==> src/rtl/odd_even_sorter.sv <==
// Serial-in/serial-out sorter: loads N words, runs N odd-even transposition
// phases in place, then streams the sorted frame out.
module odd_even_sorter #(
    parameter int DATA_W = 32,
    parameter int N      = 10,
    parameter bit SIGNED = 1'b1
) (
    input  logic              clk,
    input  logic              rst,
    input  logic [DATA_W-1:0] data_serial_i,
    input  logic              valid_i,
    input  logic              desc_i,
    output logic              ready_o,
    output logic [DATA_W-1:0] data_serial_o,
    output logic              valid_o,
    output logic              busy_o
);

    localparam int CW = $clog2(N) + 1;
    localparam logic [CW-1:0] LAST = CW'(N - 1);
    localparam logic [CW-1:0] NCNT = CW'(N);

    localparam logic [1:0] S_LOAD = 2'd0;
    localparam logic [1:0] S_SORT = 2'd1;
    localparam logic [1:0] S_OUT  = 2'd2;

    logic [1:0]        state_q, state_d;
    logic [CW-1:0]     ld_cnt_q, ld_cnt_d;
    logic [CW-1:0]     ph_q, ph_d;
    logic [CW-1:0]     k_q, k_d;
    logic              desc_q, desc_d;
    logic [DATA_W-1:0] dout_q, dout_d;
    logic              vout_q, vout_d;
    logic [DATA_W-1:0] mem_q [N];
    logic [DATA_W-1:0] mem_d [N];

    function automatic logic out_of_order(
        input logic [DATA_W-1:0] a,
        input logic [DATA_W-1:0] b,
        input logic              desc
    );
        logic gt;
        logic lt;
        if (SIGNED) begin
            gt = $signed(a) > $signed(b);
            lt = $signed(a) < $signed(b);
        end else begin
            gt = a > b;
            lt = a < b;
        end
        return desc ? lt : gt;
    endfunction

    always_comb begin
        state_d  = state_q;
        ld_cnt_d = ld_cnt_q;
        ph_d     = ph_q;
        k_d      = k_q;
        desc_d   = desc_q;
        dout_d   = dout_q;
        vout_d   = 1'b0;
        mem_d    = mem_q;
        unique case (state_q)
            S_LOAD: begin
                if (valid_i) begin
                    for (int i = 0; i < N; i++) begin
                        if (ld_cnt_q == CW'(i)) begin
                            mem_d[i] = data_serial_i;
                        end
                    end
                    if (ld_cnt_q == '0) begin
                        desc_d = desc_i;
                    end
                    if (ld_cnt_q == LAST) begin
                        state_d  = S_SORT;
                        ld_cnt_d = '0;
                        ph_d     = '0;
                    end else begin
                        ld_cnt_d = ld_cnt_q + 1'b1;
                    end
                end
            end
            S_SORT: begin
                // pairs within one phase are disjoint, so all swap in parallel
                for (int i = 0; i < N - 1; i++) begin
                    if (i[0] == ph_q[0] &&
                        out_of_order(mem_q[i], mem_q[i+1], desc_q)) begin
                        mem_d[i]   = mem_q[i+1];
                        mem_d[i+1] = mem_q[i];
                    end
                end
                if (ph_q == LAST) begin
                    state_d = S_OUT;
                    ph_d    = '0;
                    k_d     = '0;
                end else begin
                    ph_d = ph_q + 1'b1;
                end
            end
            S_OUT: begin
                // k == N is a drain cycle so the last word stays visible
                if (k_q == NCNT) begin
                    state_d  = S_LOAD;
                    k_d      = '0;
                    ld_cnt_d = '0;
                end else begin
                    for (int i = 0; i < N; i++) begin
                        if (k_q == CW'(i)) begin
                            dout_d = mem_q[i];
                        end
                    end
                    vout_d = 1'b1;
                    k_d    = k_q + 1'b1;
                end
            end
            default: begin
                state_d = S_LOAD;
            end
        endcase
    end

    always_ff @(posedge clk) begin
        if (rst) begin
            state_q  <= S_LOAD;
            ld_cnt_q <= '0;
            ph_q     <= '0;
            k_q      <= '0;
            desc_q   <= 1'b0;
            dout_q   <= '0;
            vout_q   <= 1'b0;
        end else begin
            state_q  <= state_d;
            ld_cnt_q <= ld_cnt_d;
            ph_q     <= ph_d;
            k_q      <= k_d;
            desc_q   <= desc_d;
            dout_q   <= dout_d;
            vout_q   <= vout_d;
        end
    end

    always_ff @(posedge clk) begin
        mem_q <= mem_d;
    end

    assign ready_o       = (state_q == S_LOAD);
    assign busy_o        = (state_q != S_LOAD);
    assign valid_o       = vout_q;
    assign data_serial_o = dout_q;

endmodule

==> config.mk <==
export PLATFORM = sky130hd
export DESIGN_NAME = odd_even_sorter
export DESIGN_NICKNAME = d
export VERILOG_FILES = /design/src/rtl/odd_even_sorter.sv
export SDC_FILE = /design/constraint.sdc
export NUM_CORES = 1
export LEC_CHECK = 0
export ABC_AREA = 1
export CORE_MARGIN = 1
export CORE_UTILIZATION = 64
export CTS_CLUSTER_DIAMETER = 200
export DETAILED_ROUTE_END_ITERATION = 10
export GPL_TIMING_DRIVEN = 0
export PLACE_DENSITY = 0.83
export REMOVE_ABC_BUFFERS = 1
export SLEW_MARGIN = 10
export SYNTH_ARGS = -nofsm -noshare
export SYNTH_HDL_FRONTEND = slang
export SYNTH_SLANG_ARGS = --single-unit
==> constraint.sdc <==
create_clock -name clk -period 5.1 [get_ports clk]
set_clock_uncertainty 0.05 [all_clocks]
set_input_delay 1.275 -clock clk [delete_from_list [all_inputs] [get_ports clk]]
set_output_delay 1.275 -clock clk [all_outputs]
set_load 0.02 [all_outputs]
==> impl_metrics.toml <==
[power_and_ir_drop]
power_density_nw_per_um2 = 220
pwr-share-comb_pct = 8.9
p_leak_nw = 14.5
cell_internal_pwr_mw = 5.24
p_sw_share_pct = 25.4
p_switching_mw = 1.78
p_seq_share_pct = 48.1
clkPwrFrac_pct = 43.1
worst_ir_drop_vdd_mv = 0.191
total_power_mw = 7.02

[clocking]
tritoncts = "built"
htree_levels = 2
clockBufferDepth = 3
clock-sinks = 371
cts_hold_buffers = 0
clock_latency_ps = 590
root_buffer = "clkbuf_16"
cts_buffers = 42
clk_pin_slew_ps = 60

[grt]
use_met1_pct = 52.9
busiest_layer = "met2"
gr-usage-all-layers_pct = 36.6
met2_usage_pct = 56.4
grt_pass1_vias = 25600
antenna_found_initial = 0
grt_pass1_wl_um = 138000
use_met3_pct = 5.24
grt_max_degree = 83
overflow = 0

[critical_path]
cp.required_ps = 5160
worstSetupPathType = "reg2reg"
reg2reg_slack_ps = 340
rr_worst_depth = 12
crit_path_max_fanout = 34
worstReg2RegStart = "mem_q[95]"
critPathLaunchType = "register"
cp.arrival_ps = 4820
crit_start = "mem_q[95]"
cp-endpoint = "mem_q[77]"
worst_setup_path_end_kind = "register"
reg2reg_to = "mem_q[77]"

[timing]
rsz0062_at_grt = "false"
hold_violations = 0
worstMarginPinSlew_ps = 1250
slew_viol_final = 0
post-route-period-util_pct = 93.2
finalSetupTns_ps = 0
setup_viol = 0
max_freq_mhz = 210
relSlewSlack_pct = 16.7
min_period_ps = 4760

[flow_run]
drv_cap = 0

[yosys]
yosysWarnings = 0
synthTopCellsByArea = "edfxtp_1 33%, nand2_1 17%, ha_1 13%, inv_1 6.7%, nand4_1 6.0%"
async_reset_ff_share_pct = 0
synth_top_cell_by_area = "edfxtp_1"
ys_ff_latch = 371
synth_edf_count = 320
ys_types = 41
synth_ff_type = "edfxtp_1"
yosysSeqAreaShare_pct = 36.2
synthCells = 4047
yosys-top-cells-count = "1,355 x nand2_1, 522 x inv_1, 320 x edfxtp_1"
syn-cell-area_um2 = 29400
yosysMostFrequentCell = "nand2_1"
netlist.area_leader.share_pct = 32.7
syn_avg_cell_area_um2 = 7.26

[status]
outcome = "finished clean"

[finish]
area_growth_pct = 8.52
drive_gt1_share_pct = 3.72
diodes = 0
fillers = 3655
design_area_um2 = 31900
final_util_pct = 70.4
final_nets = 4310

[detailed_routing]
drtIter0Drc = 4026
vias_per_cell = 6.13
drc = 0
drt.antenna.violating_nets = 0
num_vias = 28300
wl_per_cell_um = 18.9
drt_wl_total_um = 86900
drtPass1Iterations = 7

[floorplanning]
ios = 71
initial_core_util_pct = 64.9
die_area_um2 = 46800
fp-row-count = 78
die_w_um = 216
die_h_um = 216
core_um2 = 45300

[placement]
finalWeightedCongestion = 0.943
post_dp_cell_area_um2 = 30500
io_buffers = 70
hpwl_um = 62400

[hold_path]
hold_class = "reg2reg"
## placed cells by master (no fill, tap or decap), types with 9 or more instances in the layout
cell,instances
nand2_1,1347
inv_1,513
edfxtp_1,320
ha_1,298
nand4_1,284
a21oi_1,232
nand3_1,198
o21ai_0,165
nor2_1,154
o211ai_1,70
clkdlybuf4s50_1,69
o21a_1,54
dfxtp_1,50
o21ai_1,43
clkbuf_16,43
inv_2,21
nor3_1,13
clkinv_2,13
buf_12,12
nand3_2,10
clkbuf_1,9
## power groups by stage
stage	sequential [mW]	combinational (mW)	clock (mW)
after floorplan	3.43	0.381	0
after global placement	3.44	0.567	0
after detailed placement	3.44	0.592	0
after CTS	3.37	0.599	3.02
after global routing	3.38	0.686	3.13
final	3.38	0.623	3.02
## routing by layer
metal,up-vias,wire length (um)
li1,13500,-
met1,12800,35900
met2,1799,38100
met3,178,10300
met4,0,2610
met5,-,0
## sequential cells by signal, summed over array words and instances, names as in the netlist
| register | cells |
|---|---|
| valid_o | 1 |
| ph_q | 5 |
| k_q | 5 |
| desc_q | 1 |
| data_serial_o | 32 |
| state_q | 2 |
| ld_cnt_q | 5 |
| mem_q | 320 |
## metrics by stage
| step | hold slack (ps) | setup slack (ps) | std cells |
|---|---|---|---|
| floorplan | 398 | -6710 | 3842 |
| global placement | 401 | -14970 | 4512 |
| detailed placement | 406 | -742 | 4532 |
| CTS | 415 | 40.4 | 4609 |
| global route | 424 | 166 | 4609 |
| finish | 411 | 345 | 4609 |
## critical path, cell delays in order, from the launching register on
cell	delay, ps
edfxtp_1	470
ha_1	380
nand2_1	90
nor2_1	150
nand2_1	130
nor4_2	370
nand2_1	180
nand3_1	140
nand3_2	690
nand3_4	720
nand3_1	140
nand2_1	130
clkinvlp_4	580
## kinds of logic after synthesis
| logic type | Yosys count | share of synthesized area (%) |
|---|---|---|
| AND/OR/NAND/NOR | 2045 | 29.9 |
| buffers and inverters | 748 | 9.93 |
| AO/OA/AOI/OAI | 585 | 11.3 |
| flip-flops | 371 | 36.2 |
| adder cells (fa/ha/maj) | 298 | 12.7 |
## worst min path at each step
| stage | from | to | slack [ps] | depth (start not counted) |
|---|---|---|---|---|
| 2_1_floorplan | desc_q | desc_q | 400 | 2 |
| 3_3_place_gp | data_serial_o[26] | data_serial_o[26] | 400 | 2 |
| 3_5_place_dp | data_serial_o[0] | data_serial_o[0] | 410 | 2 |
| 4_1_cts | data_serial_o[16] | data_serial_o[16] | 420 | 2 |
| 5_1_grt | data_serial_o[0] | data_serial_o[0] | 420 | 2 |
| 6_report | data_serial_o[23] | data_serial_o[23] | 410 | 2 |
## cell type report
type / instances / area, um^2 / area share, %
Multi-Input combinational cell: 2928 / 16000 / 50.1
Sequential cell: 371 / 10600 / 33.4
Inverter: 543 / 2060 / 6.47
Timing Repair Buffer: 90 / 1160 / 3.63
Clock buffer: 52 / 1110 / 3.48
Tap cell: 600 / 751 / 2.35
Clock inverter: 25 / 201 / 0.632
## repair_timing
action                                 4_1_cts  5_1_grt
cloned                                       0        0
setup buffers                                0        0
gates resized for setup                      7        5
setup endpoints to repair                  224      184
pin swaps                                    1        0
endpoints found under the hold margin        0        0
No activity file was read; power rests on OpenSTA's default activity.
